`config.mk`:
```
export PLATFORM = sky130hd
export DESIGN_NAME = loop_sram_ctrl
export DESIGN_NICKNAME = d
export VERILOG_FILES = /design/src/rtl/loop_sram_ctrl.sv
export SDC_FILE = /design/constraint.sdc
export NUM_CORES = 1
export LEC_CHECK = 0
export BUFFER_PORTS_ARGS = -buffer_cell sky130_fd_sc_hd__clkbuf_2
export CORE_ASPECT_RATIO = 0.9
export CORE_MARGIN = 3
export CORE_UTILIZATION = 61
export DETAILED_ROUTE_END_ITERATION = 10
export GPL_TIMING_DRIVEN = 0
export PLACE_DENSITY = 0.86
export SKIP_CTS_REPAIR_TIMING = 1
export SYNTH_ARGS = -nofsm -noshare
export SYNTH_HDL_FRONTEND = slang
export SYNTH_SLANG_ARGS = --single-unit
export TNS_END_PERCENT = 30
```
`constraint.sdc`:
```
create_clock -name i_clk -period 6.75 [get_ports i_clk]
set_input_delay 0 -clock i_clk [delete_from_list [all_inputs] [get_ports i_clk]]
set_output_delay 0 -clock i_clk [all_outputs]
set_load 0.01 [all_outputs]
```
`src/rtl/loop_sram_ctrl.sv`:
```
// Looper SRAM controller: records effect-chain samples into SRAM, then loops them back.
// Optional overdub (read, turnaround, saturated write-back in PLAY) is enabled by LOOP_OVERDUB_EN.
module loop_sram_ctrl #(
    parameter int ADDR_W  = 20,
    parameter int DATA_W  = 16,
    parameter int ACC_CYC = 2
) (
    input  logic              i_clk,
    input  logic              i_rst_n,
    input  logic              i_sample_valid,
    input  logic [DATA_W-1:0] i_data,
    input  logic              i_key,
    output logic [DATA_W-1:0] o_data,
    output logic              o_valid,
    output logic [1:0]        o_state,
    output logic [ADDR_W:0]   o_loop_len,
    output logic              o_overrun,
    output logic [ADDR_W-1:0] o_sram_addr,
    output logic              o_sram_we_n,
    output logic              o_sram_oe_n,
    output logic [DATA_W-1:0] o_sram_dq,
    output logic              o_sram_dq_oe,
    input  logic [DATA_W-1:0] i_sram_dq
);

    localparam logic [1:0] ST_IDLE = 2'd0;
    localparam logic [1:0] ST_REC  = 2'd1;
    localparam logic [1:0] ST_PLAY = 2'd2;

    localparam int CNT_W = $clog2(2 * ACC_CYC + 2);
    localparam logic [CNT_W-1:0] CNT_ZERO = {CNT_W{1'b0}};
    localparam logic [CNT_W-1:0] CNT_ONE  = {{(CNT_W-1){1'b0}}, 1'b1};
    localparam logic [CNT_W-1:0] RD_LAST  = CNT_W'(ACC_CYC - 1);
`ifdef LOOP_OVERDUB_EN
    localparam logic [CNT_W-1:0] WR_FIRST = CNT_W'(ACC_CYC);
    localparam logic [CNT_W-1:0] OD_END   = CNT_W'(2 * ACC_CYC);
`endif

    localparam logic [ADDR_W:0] PTR_ZERO = {(ADDR_W+1){1'b0}};
    localparam logic [ADDR_W:0] PTR_ONE  = {{ADDR_W{1'b0}}, 1'b1};
    localparam logic [ADDR_W:0] FULL_LEN = {1'b1, {ADDR_W{1'b0}}};

`ifdef LOOP_OVERDUB_EN
    // Signed add clamped to the most positive / most negative sample value.
    function automatic logic [DATA_W-1:0] sat_add(input logic [DATA_W-1:0] a,
                                                  input logic [DATA_W-1:0] b);
        logic [DATA_W:0] sum;
        sum = {a[DATA_W-1], a} + {b[DATA_W-1], b};
        if (sum[DATA_W] != sum[DATA_W-1]) begin
            sat_add = sum[DATA_W] ? {1'b1, {(DATA_W-1){1'b0}}} : {1'b0, {(DATA_W-1){1'b1}}};
        end else begin
            sat_add = sum[DATA_W-1:0];
        end
    endfunction
`endif

    logic [1:0]        state_r;
    logic [ADDR_W:0]   ptr_r;
    logic [ADDR_W:0]   loop_len_r;
    logic              busy_r;
    logic [CNT_W-1:0]  cnt_r;
    logic              play_acc_r;
    logic              key_pend_r;
    logic [DATA_W-1:0] rd_cap_r;
    logic              out_pend_r;
    logic              overrun_r;
    logic [DATA_W-1:0] data_r;
    logic              valid_r;
    logic [ADDR_W-1:0] addr_r;
    logic              we_n_r;
    logic              oe_n_r;
    logic [DATA_W-1:0] dq_r;
    logic              dq_oe_r;

    logic [CNT_W-1:0]  end_cnt_s;
    logic              acc_end_s;
    logic              key_s;
    logic [1:0]        st_a_s;
    logic [ADDR_W:0]   ptr_a_s;
    logic [ADDR_W:0]   len_a_s;
    logic [1:0]        st_s;
    logic [ADDR_W:0]   ptr_s;
    logic [ADDR_W:0]   len_s;
    logic              clr_s;
    logic              start_s;

    // Access-end pointer update first, then any key (live or pending), then access start.
    always_comb begin
`ifdef LOOP_OVERDUB_EN
        if (play_acc_r) begin
            end_cnt_s = OD_END;
        end else begin
            end_cnt_s = RD_LAST;
        end
`else
        end_cnt_s = RD_LAST;
`endif
        acc_end_s = busy_r && (cnt_r == end_cnt_s);
        st_a_s    = state_r;
        ptr_a_s   = ptr_r;
        len_a_s   = loop_len_r;
        key_s     = 1'b0;
        if (acc_end_s) begin
            key_s = key_pend_r || i_key;
            if (play_acc_r) begin
                ptr_a_s = (ptr_r == loop_len_r - PTR_ONE) ? PTR_ZERO : ptr_r + PTR_ONE;
            end else if (ptr_r + PTR_ONE == FULL_LEN) begin
                st_a_s  = ST_PLAY;
                len_a_s = FULL_LEN;
                ptr_a_s = PTR_ZERO;
            end else begin
                ptr_a_s = ptr_r + PTR_ONE;
            end
        end else if (!busy_r) begin
            key_s = i_key;
        end else begin
            key_s = 1'b0;
        end

        st_s  = st_a_s;
        ptr_s = ptr_a_s;
        len_s = len_a_s;
        clr_s = 1'b0;
        if (key_s) begin
            case (st_a_s)
                ST_IDLE: begin
                    st_s  = ST_REC;
                    ptr_s = PTR_ZERO;
                end
                ST_REC: begin
                    if (ptr_a_s == PTR_ZERO) begin
                        st_s = ST_IDLE;
                    end else begin
                        len_s = ptr_a_s;
                        ptr_s = PTR_ZERO;
                        st_s  = ST_PLAY;
                    end
                end
                ST_PLAY: begin
                    st_s  = ST_IDLE;
                    clr_s = 1'b1;
                end
                default: begin
                    st_s = ST_IDLE;
                end
            endcase
        end else begin
            st_s = st_a_s;
        end
        start_s = !busy_r && i_sample_valid && ((st_s == ST_REC) || (st_s == ST_PLAY));
    end

    // Control state, access sequencer and SRAM strobes.
    always_ff @(posedge i_clk or negedge i_rst_n) begin
        if (!i_rst_n) begin
            state_r    <= ST_IDLE;
            ptr_r      <= PTR_ZERO;
            loop_len_r <= PTR_ZERO;
            busy_r     <= 1'b0;
            cnt_r      <= CNT_ZERO;
            play_acc_r <= 1'b0;
            key_pend_r <= 1'b0;
            rd_cap_r   <= {DATA_W{1'b0}};
            out_pend_r <= 1'b0;
            overrun_r  <= 1'b0;
            addr_r     <= {ADDR_W{1'b0}};
            we_n_r     <= 1'b1;
            oe_n_r     <= 1'b1;
            dq_r       <= {DATA_W{1'b0}};
            dq_oe_r    <= 1'b0;
        end else begin
            state_r    <= st_s;
            ptr_r      <= ptr_s;
            loop_len_r <= len_s;
            out_pend_r <= 1'b0;
            if (busy_r && i_sample_valid) begin
                overrun_r <= 1'b1;
            end
            if (acc_end_s) begin
                key_pend_r <= 1'b0;
            end else if (busy_r && i_key) begin
                key_pend_r <= 1'b1;
            end
            if (start_s) begin
                busy_r     <= 1'b1;
                cnt_r      <= CNT_ZERO;
                play_acc_r <= (st_s == ST_PLAY);
                addr_r     <= ptr_s[ADDR_W-1:0];
                if (st_s == ST_REC) begin
                    we_n_r  <= 1'b0;
                    dq_r    <= i_data;
                    dq_oe_r <= 1'b1;
                end else begin
                    oe_n_r  <= 1'b0;
`ifdef LOOP_OVERDUB_EN
                    dq_r    <= i_data;
`endif
                end
            end else if (acc_end_s) begin
                busy_r  <= 1'b0;
                cnt_r   <= CNT_ZERO;
                we_n_r  <= 1'b1;
                oe_n_r  <= 1'b1;
                dq_oe_r <= 1'b0;
`ifndef LOOP_OVERDUB_EN
                if (play_acc_r) begin
                    rd_cap_r   <= i_sram_dq;
                    out_pend_r <= 1'b1;
                end
`endif
            end else if (busy_r) begin
                cnt_r <= cnt_r + CNT_ONE;
`ifdef LOOP_OVERDUB_EN
                // Read ends, one idle turnaround cycle, then write back the mixed sample.
                if (play_acc_r && (cnt_r == RD_LAST)) begin
                    rd_cap_r   <= i_sram_dq;
                    out_pend_r <= 1'b1;
                    oe_n_r     <= 1'b1;
                end else if (play_acc_r && (cnt_r == WR_FIRST)) begin
                    we_n_r  <= 1'b0;
                    dq_r    <= sat_add(rd_cap_r, dq_r);
                    dq_oe_r <= 1'b1;
                end
`endif
            end
        end
    end

    // Playback output register; leaving PLAY forces silence.
    always_ff @(posedge i_clk or negedge i_rst_n) begin
        if (!i_rst_n) begin
            data_r  <= {DATA_W{1'b0}};
            valid_r <= 1'b0;
        end else if (clr_s) begin
            data_r  <= {DATA_W{1'b0}};
            valid_r <= 1'b0;
        end else if (out_pend_r && (state_r == ST_PLAY)) begin
            data_r  <= rd_cap_r;
            valid_r <= 1'b1;
        end else begin
            valid_r <= 1'b0;
        end
    end

    assign o_data       = data_r;
    assign o_valid      = valid_r;
    assign o_state      = state_r;
    assign o_loop_len   = loop_len_r;
    assign o_overrun    = overrun_r;
    assign o_sram_addr  = addr_r;
    assign o_sram_we_n  = we_n_r;
    assign o_sram_oe_n  = oe_n_r;
    assign o_sram_dq    = dq_r;
    assign o_sram_dq_oe = dq_oe_r;

endmodule
```
[Yosys cells after proc, flatten, opt, wreduce, memory -nomap -nowiden]
Index checks and enable logic that the tools add are counted.
Word-level totals
  logic and storage cells: 94
  output and inout bits: 80
  register bits after elaboration: 124
Cells by class
  add/subtract/negate cells: 3
  reductions and logical operators: 19
  equal/unequal tests: 10
  multiplexer cells: 44
  bitwise logic cells: 1
Operators by type and width (number)
  21-bit 2-to-1 mux: 12
  21-bit one-hot mux with 2 select lines: 1
  16-bit 2-to-1 mux: 2
  21-bit by 1-bit adder with 21-bit output, second input constant: 1
  21-bit == test: 1
  21-bit == test, second input constant: 1
  21-bit zero test: 1
  21-bit by 1-bit subtractor with 21-bit output, second input constant: 1
  1-bit 2-to-1 mux: 20
  2-bit 2-to-1 mux: 5
  3-bit 2-to-1 mux: 3
  2-bit == test, second input constant: 3
  1-bit logical AND: 6
  2-bit AND reduction: 3
  2-bit nonzero test: 3
  2-bit by 1-bit == test with 1-bit output, second input constant: 2
  2-bit one-hot mux with 2 select lines: 1
  3-bit by 1-bit adder with 3-bit output, second input constant: 1
  3-bit by 1-bit == test with 1-bit output, second input constant: 1
  3-bit AND reduction: 1
  3-bit nonzero test: 1
  2-bit zero test: 1
  1-bit logical OR: 2
  2-bit by 1-bit != test with 1-bit output, second input constant: 1
  3 further kinds: 3

[Depth between registers and ports, before layout]
Gate-level depths: netlist of the first run.
  depth after elaboration: 14
  depth in mapped cells: 19
  depth with buffers taken out: 16

[Worst setup path after synthesis of the first run]
OpenSTA, ideal clock, no wires.
  path kind: reg-to-reg
  start point: register loop_len_r[0] (netlist: o_loop_len[0])
  end point: register addr_r[10] (netlist: o_sram_addr[10])
  required time: 6.617 ns
  arrival time: 4.320 ns
  cell stages (with the launch flop): 18
  setup time: 0.133 ns
  path buffers: 3
  slack: 2.297 ns
  path through: dfrtp_1 -> inv_1 -> ha_1 -> or4b_4 -> or4b_1 -> a211oi_1 -> or3_1 -> o211a_1 -> and4_1 -> buf_4 -> o32ai_2 -> nand3_1 -> buf_4 -> nand2_1 -> ha_1 -> nor3b_1 -> clkbuf_1 -> a21oi_1
On the way
  cells in the longest elaborated chain, start to end: 12
  elaborated cells between the ends (all ways): 16
  those cells by class: 1 x add/sub; 3 x eq/ne; 9 x mux; 3 x reduce/logical
RTL lines
  start, declared: line 59  | logic [ADDR_W:0] loop_len_r;
  start signal, assigned: line 174  | loop_len_r <= len_s;
  21-bit by 1-bit subtractor with 21-bit output *: line 106  | ptr_a_s = (ptr_r == loop_len_r - PTR_ONE) ? PTR_ZERO : ptr_r + PTR_ONE;
  21-bit == test *: line 106
  21-bit 2-to-1 mux *: line 106
  21-bit 2-to-1 mux *: line 105  | if (play_acc_r) begin
  21-bit 2-to-1 mux *: line 103  | if (acc_end_s) begin
  21-bit zero test *: line 131  | if (ptr_a_s == PTR_ZERO) begin
  2-bit 2-to-1 mux *: line 131
  2-bit one-hot mux with 2 select lines *: line 125  | case (st_a_s)
  2-bit 2-to-1 mux *: line 124  | if (key_s) begin
  net st_s[1]: line 81  | logic [1:0] st_s;
  2-bit by 1-bit == test with 1-bit output or 2-bit == test (tied branches): line 150  | start_s = !busy_r && i_sample_valid && ((st_s == ST_REC) || (st_s == ST_PLAY));
  1-bit logical OR *: line 150
  1-bit logical AND *: line 150
  end signal, assigned: line 166  | addr_r <= {ADDR_W{1'b0}};
  end signal, assigned: line 188  | addr_r <= ptr_s[ADDR_W-1:0];
  end, declared: line 69  | logic [ADDR_W-1:0] addr_r;
Mark *: on every way through the listed nets, which the timed path passes. The rest lies on a longest branch.
A chain may end at the register's enable or synchronous reset.

[Worst setup path in the final report of the first run]
  start point: register loop_len_r[0] (netlist: o_loop_len[0])
  end point: register addr_r[5] (netlist: o_sram_addr[5])
The elaborated chain is that of the path after synthesis.

==> metrics.cfg, run 1 <==
[sta]
worstMarginPinSlew_ps = 1230
timing.slew.headroom = 0.177
rsz0062_at_grt = no
setup_viol = 0
skew_ps = 12.3
finalHoldViolations = 0
min_period_over_period = 0.937
finalSetupTns_ps = 0
fmax_mhz = 158
final-max-slew-violation-count = 0
fin_crit_ps = 6320
whs_ps = 296

[global_route]
antenna_found_initial = 0
grt_pass1_wl_mm = 33.8
grt_overflow = 0
grt_max_degree = 125
grt_use_total = 0.363
grt_pass1_vias = 6319

[critical_path]
path_class = reg2reg
r2r_cells = 17
cp.depth = 17
path_cells = inv_1, ha_1, nor4b_1, nand4_1, or4_1, nand4_1, o211a_1, and4_1, buf_4, o32ai_2, nand3_1, buf_4, nand2_1, ha_1, nor3b_1, nand2b_1, o21ai_0
cpLargestDelayFamily = simple AND/OR/NAND/NOR gates
critPathBufInv = 3
max_stage_delay_ps = 980
cp-end-kind = register
cp.required_ps = 7070
critPathMaxFanout = 10
slowest_stage = nor3b_1
cp.arrival_ps = 6640
start_kind = register

[power_and_ir_drop]
swShare = 0.384
total_power_w = 0.00318
netSwitchingPower_w = 0.00122
pwr-share-comb = 0.354
leakage_nw = 4.07
powerDensity_nw_per_um2 = 376
p_seq_frac = 0.325
clock_power_share = 0.321
p_int_w = 0.00196
ir_drop_v = 0.000329

[floorplanning]
core-area_um2 = 10500
die_area_um2 = 12300
start_util = 0.640
die_h_um = 106
rows = 35
boundaryPins = 116
die_w_um = 117

[clocking]
clk_latency_ps = 430
clock_path_buffers = 2
clkTransAtPathRegs_ps = 70
cts_max_level = 4
cts_tree = built
numClockSinks = 124
cts_buffers = 17
cts_root_buf = clkbuf_16

[cells_and_area]
fin_nets = 897
fillers = 590
num_antenna_cells = 0
drive_gt1_frac = 0.245
syn_to_final_growth_pct = 25.8

[yosys]
avgSynthCellArea_um2 = 9.81
synth-main-ff-cell = dfrtp_1
syn_area_um2 = 6730
async_reset_ff_frac = 1.00
yosys_warnings = 0
synth_edf_count = 0
ys_top_cells_by_area = dfrtp_1 45%, mux2_2 5.5%, nand2_1 4.0%
syn-instance-count = 686
ys_seq_area_frac = 0.462
ys_types = 70
synth_top_area_cell = dfrtp_1
ys_ff_latch = 124
synth_top_area_share = 0.454
syn_nets = 728

[routing]
drtPass1Iterations = 7
drt_iter0_drc = 1053
avgRoutedWirePerCell_um = 25.3
vias_per_cell = 6.85
vias = 6831
routed_wl_mm = 25.2
drc_errors = 0
ant_nets = 0

[placement]
io_buffers = 115
gp_routability_congestion = 0.988
post-dp-hpwl_mm = 15.1

[status]
status = complete, no violations

[worst_hold_path]
hold_class = in2async

[run]
cap_violations = 0

[cells by family after synthesis]
| family | Yosys count | share of synthesized area |
|---|---|---|
| buffers and inverters | 63 | 0.0424 |
| AO/OA/AOI/OAI | 123 | 0.125 |
| multiplexers | 59 | 0.0939 |
| adder cells (fa/ha/maj) | 6 | 0.0112 |
| XOR/XNOR | 38 | 0.0495 |
| AND/OR/NAND/NOR | 273 | 0.217 |
| flip-flops | 124 | 0.462 |
[cells in the mapped netlist (10+ instances only)]
| cell type | number |
|---|---|
| a21oi_1 | 23 |
| a22o_1 | 16 |
| a31oi_1 | 11 |
| and3_1 | 10 |
| buf_2 | 12 |
| clkbuf_1 | 29 |
| dfrtp_1 | 122 |
| inv_1 | 13 |
| mux2_2 | 33 |
| mux2i_1 | 26 |
| nand2_1 | 72 |
| nand3_1 | 13 |
| nand4_1 | 15 |
| nor2_1 | 53 |
| nor3_1 | 27 |
| nor4_1 | 16 |
| o21ai_0 | 23 |
| o31ai_1 | 10 |
| xnor2_1 | 26 |
| xor2_1 | 12 |
[path summary, 6_finish.rpt]
kind / endpoint / startpoint / slack, ps
setup / recovery: o_sram_addr[5]$_DFFE_PN0N_ / o_loop_len[0]$_DFF_PN0_ / 430
hold / removal: rd_cap_r[7]$_DFFE_PN0P_ / i_rst_n / 300
setup reg to reg: o_sram_addr[5]$_DFFE_PN0N_ / o_loop_len[0]$_DFF_PN0_ / 430
hold reg to reg: o_sram_addr[8]$_DFFE_PN0N_ / o_sram_addr[8]$_DFFE_PN0N_ / 480
max in group asynchronous: o_state[1]$_DFF_PN0_ / i_rst_n / 5780
min in group i_clk: rd_cap_r[9]$_DFFE_PN0P_ / i_sram_dq[9] / 370
[state kept, by name, indices dropped and copies added, names as in the netlist]
name and cells:
ptr_r 21, key_pend_r 1, o_sram_we_n 1, rd_cap_r 16
play_acc_r 1, out_pend_r 1, o_data 16, o_valid 1
o_overrun 1, o_loop_len 21, cnt_r 3, o_sram_addr 20
o_sram_oe_n 1, o_state 2, busy_r 1, o_sram_dq 16
o_sram_dq_oe 1
[stage by stage]
stage / utilization / std cells / setup slack, ps / cell area (µm²)
floorplan: - / 686 / 2300 / 6730
global placement: 0.710 / 930 / 990 / 7470
detailed placement: 0.711 / 930 / 800 / 7470
CTS: 0.772 / 962 / 733 / 8120
global route: 0.806 / 997 / 173 / 8470
finish: 0.806 / 997 / 428 / 8470
[final cells by class]
class / instances / area, µm² / share of cell area
inverters: 13 / 48.8 / 0.00576
clock buffers: 20 / 457 / 0.0539
flip-flops and latches: 124 / 3110 / 0.367
well taps: 129 / 161 / 0.0191
multi-input cells: 499 / 3340 / 0.394
clock inverters: 12 / 185 / 0.0219
repair buffers: 150 / 935 / 0.110
plain buffers: 50 / 236 / 0.0279
[layer usage]
metal | vias to the layer above | wire [µm] | GRT usage
met5 | - | 0 | 0
met4 | 0 | 1490 | 0.158
met3 | 149 | 3110 | 0.106
met2 | 614 | 11700 | 0.578
met1 | 3256 | 8920 | 0.456
li1 | 2812 | - | -
[worst register-to-register path, delay by kind of cell, from the launching register on]
kind            cells  cell delay [ps]
flops               1              500
fa+ha+maj           2              590
buf+inv             3              610
compound gates      3              670
simple gates        9             3870
[power by group through the flow]
stage               registers [W]  logic (W)  clock network, W
finish                    0.00103    0.00113           0.00102
global route              0.00104    0.00118           0.00105
CTS                       0.00100    0.00103           0.00100
detailed placement        0.00100   0.000998                 0
global placement         0.000990   0.000952                 0
floorplan                 0.00102   0.000635                 0
[cell usage in the layout (no fill, tap or decap), types with 5 or more instances in the layout]
cell type and n:
nand4_1 15, clkbuf_1 30, nor3_1 27, clkbuf_2 114
a22o_1 16, and3_1 10, nand3_1 13, clkbuf_16 17
dfrtp_1 122, xnor2_1 26, a22oi_1 6, nand2b_1 6
or3_1 7, nand2_1 72, dlygate4sd3_1 35, and2_1 5
and4_1 7, mux2i_1 26, nor4_1 16, o21ai_0 23
ha_1 6, or2_2 6, o31ai_1 10, buf_2 12
xor2_1 12, a21oi_1 23, inv_1 13, a31oi_1 11
nor2_1 53, mux2_2 33
Power figures use the tool's default switching activity.
==> run 2, diff against run 1 <==
--- a/config.mk
+++ b/config.mk
@@ -11,7 +11,7 @@
 export CORE_UTILIZATION = 61
 export DETAILED_ROUTE_END_ITERATION = 10
 export GPL_TIMING_DRIVEN = 0
-export PLACE_DENSITY = 0.86
+export PLACE_DENSITY = 0.84
 export SKIP_CTS_REPAIR_TIMING = 1
 export SYNTH_ARGS = -nofsm -noshare
 export SYNTH_HDL_FRONTEND = slang
==> metrics.cfg, run 2 (synthesized netlist as in run 1, its figures left out) <==
[floorplanning]
boundaryPins = 116
die_area_um2 = 12300
start_util = 0.640
core-area_um2 = 10500
die_h_um = 106
rows = 35
die_w_um = 117

[critical_path]
max_stage_delay_ps = 1030
cpLargestDelayFamily = simple AND/OR/NAND/NOR gates
cp.depth = 17
r2r-end = o_sram_addr[9]$_DFFE_PN0N_
cp-end-kind = register
critPathMaxFanout = 10
r2r_cells = 17
cp-startpoint = o_loop_len[0]$_DFF_PN0_
r2r_start = o_loop_len[0]$_DFF_PN0_
path_class = reg2reg
endpoint = o_sram_addr[9]$_DFFE_PN0N_
path_cells = inv_1, ha_1, nor4b_1, nand4_1, or4_1, nand4_1, o211a_1, and4_1, buf_4, o32ai_2, nand3_1, buf_4, nand2_1, ha_1, nor3b_1, nand2b_1, o21ai_0
critPathBufInv = 3
cp.arrival_ps = 6760
slowest_stage = nor3b_1
cp.required_ps = 7070
reg2reg_setup_slack_ps = 310
start_kind = register

[sta]
fmax_mhz = 155
finalHoldViolations = 0
skew_ps = 18.1
rsz0062_at_grt = no
setup_viol = 0
timing.slew.headroom = 0.126
final-max-slew-violation-count = 0
setup_slack_ps = 314
worstMarginPinSlew_ps = 1310
fin_crit_ps = 6440
min_period_over_period = 0.954
finalSetupTns_ps = 0

[status]
status = complete, no violations

[power_and_ir_drop]
powerDensity_nw_per_um2 = 380
ir_drop_v = 0.000287
leakage_nw = 4.06

[global_route]
grt_use_total = 0.368
grt-busiest-layer = met2
grt_use_met2 = 0.582
grt_pass1_wl_mm = 34.3
antenna_found_initial = 0
grtUsageMet3 = 0.0941
met1_usage = 0.472
grt_max_degree = 125
grt_overflow = 0
grt_pass1_vias = 6283

[cells_and_area]
fillers = 557
num_antenna_cells = 0
fin_nets = 897
final_common_cell = dfrtp_1
final_cell_mix = 122 x dfrtp_1, 114 x clkbuf_2, 72 x nand2_1, 53 x nor2_1, 35 x dlygate4sd3_1
post-route-util = 0.806
syn_to_final_growth_pct = 25.9
drive_gt1_frac = 0.244

[routing]
drtPass1Iterations = 6
vias = 6831
routed_wl_mm = 25.7
avgRoutedWirePerCell_um = 25.8
ant_nets = 0
vias_per_cell = 6.85
drt_iter0_drc = 1004
drc_errors = 0

[clocking]
clkTransAtPathRegs_ps = 60
cts_max_level = 4
cts_buffers = 17
numClockSinks = 124
cts_tree = built
clk_latency_ps = 430
cts_root_buf = clkbuf_16
clock_path_buffers = 2

[worst_hold_path]
hold_class = in2async

[placement]
post-dp-hpwl_mm = 15.3
io_buffers = 115
post-place-ws_ps = 789
gp_routability_congestion = 0.956

[run]
cap_violations = 0

run 2: worst min-delay path by stage:
stage	start	to	slack (ps)	cells after the start
finish	i_rst_n	rd_cap_r[9]$_DFFE_PN0P_	310	2
global route	i_sram_dq[7]	rd_cap_r[7]$_DFFE_PN0P_	380	3
CTS	i_rst_n	rd_cap_r[11]$_DFFE_PN0P_	-220	1
detailed placement	i_rst_n	rd_cap_r[4]$_DFFE_PN0P_	210	1
global placement	i_data[10]	o_sram_dq[10]$_DFFE_PN0P_	230	2
floorplan	i_rst_n	busy_r$_DFFE_PN0P_	-300	0
run 2: metrics by stage:
step / instances / hold WS [ps] / power (W) / cell area, µm²
floorplan: 686 / -296 / 0.00166 / 6730
global placement: 930 / 231 / 0.00193 / 7470
detailed placement: 930 / 212 / 0.00200 / 7470
CTS: 962 / -220 / 0.00305 / 8120
global route: 997 / 375 / 0.00329 / 8470
finish: 997 / 309 / 0.00322 / 8470
run 2: cell type report:
class | instances | area [µm²] | area share
Clock buffer | 19 | 433 | 0.0511
Sequential cell | 124 | 3110 | 0.367
Inverter | 13 | 48.8 | 0.00576
Timing Repair Buffer | 150 | 935 | 0.110
Clock inverter | 13 | 214 | 0.0253
Multi-Input combinational cell | 499 | 3340 | 0.394
Buffer | 50 | 236 | 0.0279
Tap cell | 129 | 161 | 0.0191
run 2: routing by layer:
layer / routed length [µm] / up-vias / part of all wire
met1: 9550 / 3263 / 0.37
met5: 0 / - / 0
met4: 1500 / 0 / 0.058
li1: - / 2826 / -
met2: 11900 / 592 / 0.46
met3: 2830 / 150 / 0.11
run 2: power by group:
| group | switching [W] | total [W] | leakage (nW) | internal (W) |
|---|---|---|---|---|
| registers | 0.000140 | 0.00104 | 1.63 | 0.000900 |
| logic | 0.000717 | 0.00113 | 2.12 | 0.000417 |
| clock network | 0.000383 | 0.00104 | 0.309 | 0.000660 |
==> run 3, diff against run 2 <==
--- a/config.mk
+++ b/config.mk
@@ -8,10 +8,10 @@
 export BUFFER_PORTS_ARGS = -buffer_cell sky130_fd_sc_hd__clkbuf_2
 export CORE_ASPECT_RATIO = 0.9
 export CORE_MARGIN = 3
-export CORE_UTILIZATION = 61
+export CORE_UTILIZATION = 51
 export DETAILED_ROUTE_END_ITERATION = 10
 export GPL_TIMING_DRIVEN = 0
-export PLACE_DENSITY = 0.84
+export PLACE_DENSITY = 0.74
 export SKIP_CTS_REPAIR_TIMING = 1
 export SYNTH_ARGS = -nofsm -noshare
 export SYNTH_HDL_FRONTEND = slang
==> constraint.sdc (replaced) <==
create_clock -name i_clk -period 5.3 [get_ports i_clk]
set_input_delay 0 -clock i_clk [delete_from_list [all_inputs] [get_ports i_clk]]
set_output_delay 0 -clock i_clk [all_outputs]
set_load 0.01 [all_outputs]
==> metrics.cfg, run 3 (synthesized netlist as in run 1, its figures left out) <==
[sta]
timing.slew.headroom = 0.508
worstMarginPinSlew_ps = 735
fin_crit_ps = 5070
min_period_over_period = 0.956
finalHoldViolations = 0
final-max-slew-violation-count = 0
rsz0062_at_grt = yes
skew_ps = 14.8
setup_viol = 0
fmax_mhz = 197

[power_and_ir_drop]
ir_drop_v = 0.000380
powerDensity_nw_per_um2 = 436
leakage_nw = 4.09

[cells_and_area]
final_cell_mix = 122 x dfrtp_1, 118 x clkbuf_2, 72 x nand2_1, 53 x nor2_1, 35 x dlygate4sd3_1
fillers = 1000
final_common_cell = dfrtp_1
num_antenna_cells = 0
seqCellArea_um2 = 3110
fin_nets = 896
post-route-util = 0.668
multiInputGateArea_um2 = 3400
drive_gt1_frac = 0.263
final_cells = 1031
finalInstanceArea_um2 = 8540
syn_to_final_growth_pct = 26.9

[critical_path]
critPathMaxFanout = 10
cp-end-kind = register
cp.required_ps = 5610
path_class = reg2reg
r2r_start = o_loop_len[0]$_DFF_PN0_
start_kind = register
cp.arrival_ps = 5380
cp-startpoint = o_loop_len[0]$_DFF_PN0_

[global_route]
grtUsageMet3 = 0.0720
grt_max_degree = 90
grt_pass1_wl_mm = 32.7
grt-busiest-layer = met2
grt_pass1_vias = 6162
grt_use_met2 = 0.472
grt_use_total = 0.287
antenna_found_initial = 0
met1_usage = 0.369
grt_overflow = 0

[clocking]
cts_buffers = 17
clkTransAtPathRegs_ps = 60
cts_root_buf = clkbuf_16
clock_path_buffers = 2
numClockSinks = 124
cts_max_level = 4
cts_tree = built
clk_latency_ps = 420

[floorplanning]
die_h_um = 115
core-area_um2 = 12800
start_util = 0.526
rows = 39
boundaryPins = 116
die_w_um = 127
die_area_um2 = 14600

[routing]
avgRoutedWirePerCell_um = 20.7
vias_per_cell = 6.01
drtPass1Iterations = 7
routed_wl_mm = 21.3
drt_iter0_drc = 509
vias = 6198
ant_nets = 0
drc_errors = 0

[worst_hold_path]
hold_class = in2async

[placement]
io_buffers = 115
postPlaceCellArea_um2 = 7550
gp_routability_congestion = 0.955
post-dp-hpwl_mm = 14.9
placedCellCount = 966

[run]
cap_violations = 0

[status]
status = complete, no violations

## run 3: where the power goes
part	total, W	internal [W]	leakage (nW)	switching, W
logic	0.00132	0.000540	2.17	0.000780
registers	0.00127	0.00115	1.63	0.000127
clock network	0.00113	0.000685	0.283	0.000446
total	0.00372	0.00237	4.09	0.00135
## run 3: routing by layer
metal	vias to the layer above	wire (µm)	share of wire
met1	3061	9100	0.43
met4	0	523	0.025
met2	273	10300	0.48
li1	2821	-	-
met3	43	1460	0.068
met5	-	0	0
## run 3: worst paths after layout
| check | endpoint | slack (ps) | depth (start not counted) |
|---|---|---|---|
| max | o_sram_addr[17]$_DFFE_PN0N_ | 230 | 17 |
| min | rd_cap_r[9]$_DFFE_PN0P_ | 40 | 2 |
| max reg2reg | o_sram_addr[17]$_DFFE_PN0N_ | 230 | 17 |
| min reg2reg | o_overrun$_DFFE_PN0P_ | 470 | 1 |
| max in group asynchronous | o_sram_we_n$_DFFE_PN1P_ | 4520 | 3 |
| min in group i_clk | rd_cap_r[3]$_DFFE_PN0P_ | 350 | 3 |
## run 3: cell type report
class                           instances  share of cell area
Sequential cell                       124               0.364
Buffer                                 48              0.0280
Inverter                               13             0.00571
Clock inverter                         12              0.0132
Timing Repair Buffer                  151               0.113
Multi-Input combinational cell        499               0.398
Tap cell                              164              0.0240
Clock buffer                           20              0.0547
## run 3: worst max-delay path, cell delays in order, from the launching register on
cell	delay [ps]
dfrtp_1	430
inv_1	90
ha_1	220
or4b_4	530
or4b_1	530
a211oi_1	230
or3_1	220
o211a_1	190
and4_1	190
buf_4	180
o32ai_2	120
nand3_2	190
buf_6	210
nand2_1	110
ha_1	340
or3b_2	500
clkbuf_1	340
o31ai_1	340
## run 3: metrics by stage
stage / total power, W / hold slack (ps) / setup slack, ps / setup TNS, ps
6_report: 0.00372 / 38.3 / 232 / 0
5_1_grt: 0.00392 / 96.9 / -6.01 / -25.2
4_1_cts: 0.00366 / -510 / -717 / -13160
3_5_place_dp: 0.00253 / -69.6 / -647 / -11210
3_3_place_gp: 0.00248 / 232 / -654 / -11710
2_1_floorplan: 0.00211 / -296 / 847 / 0
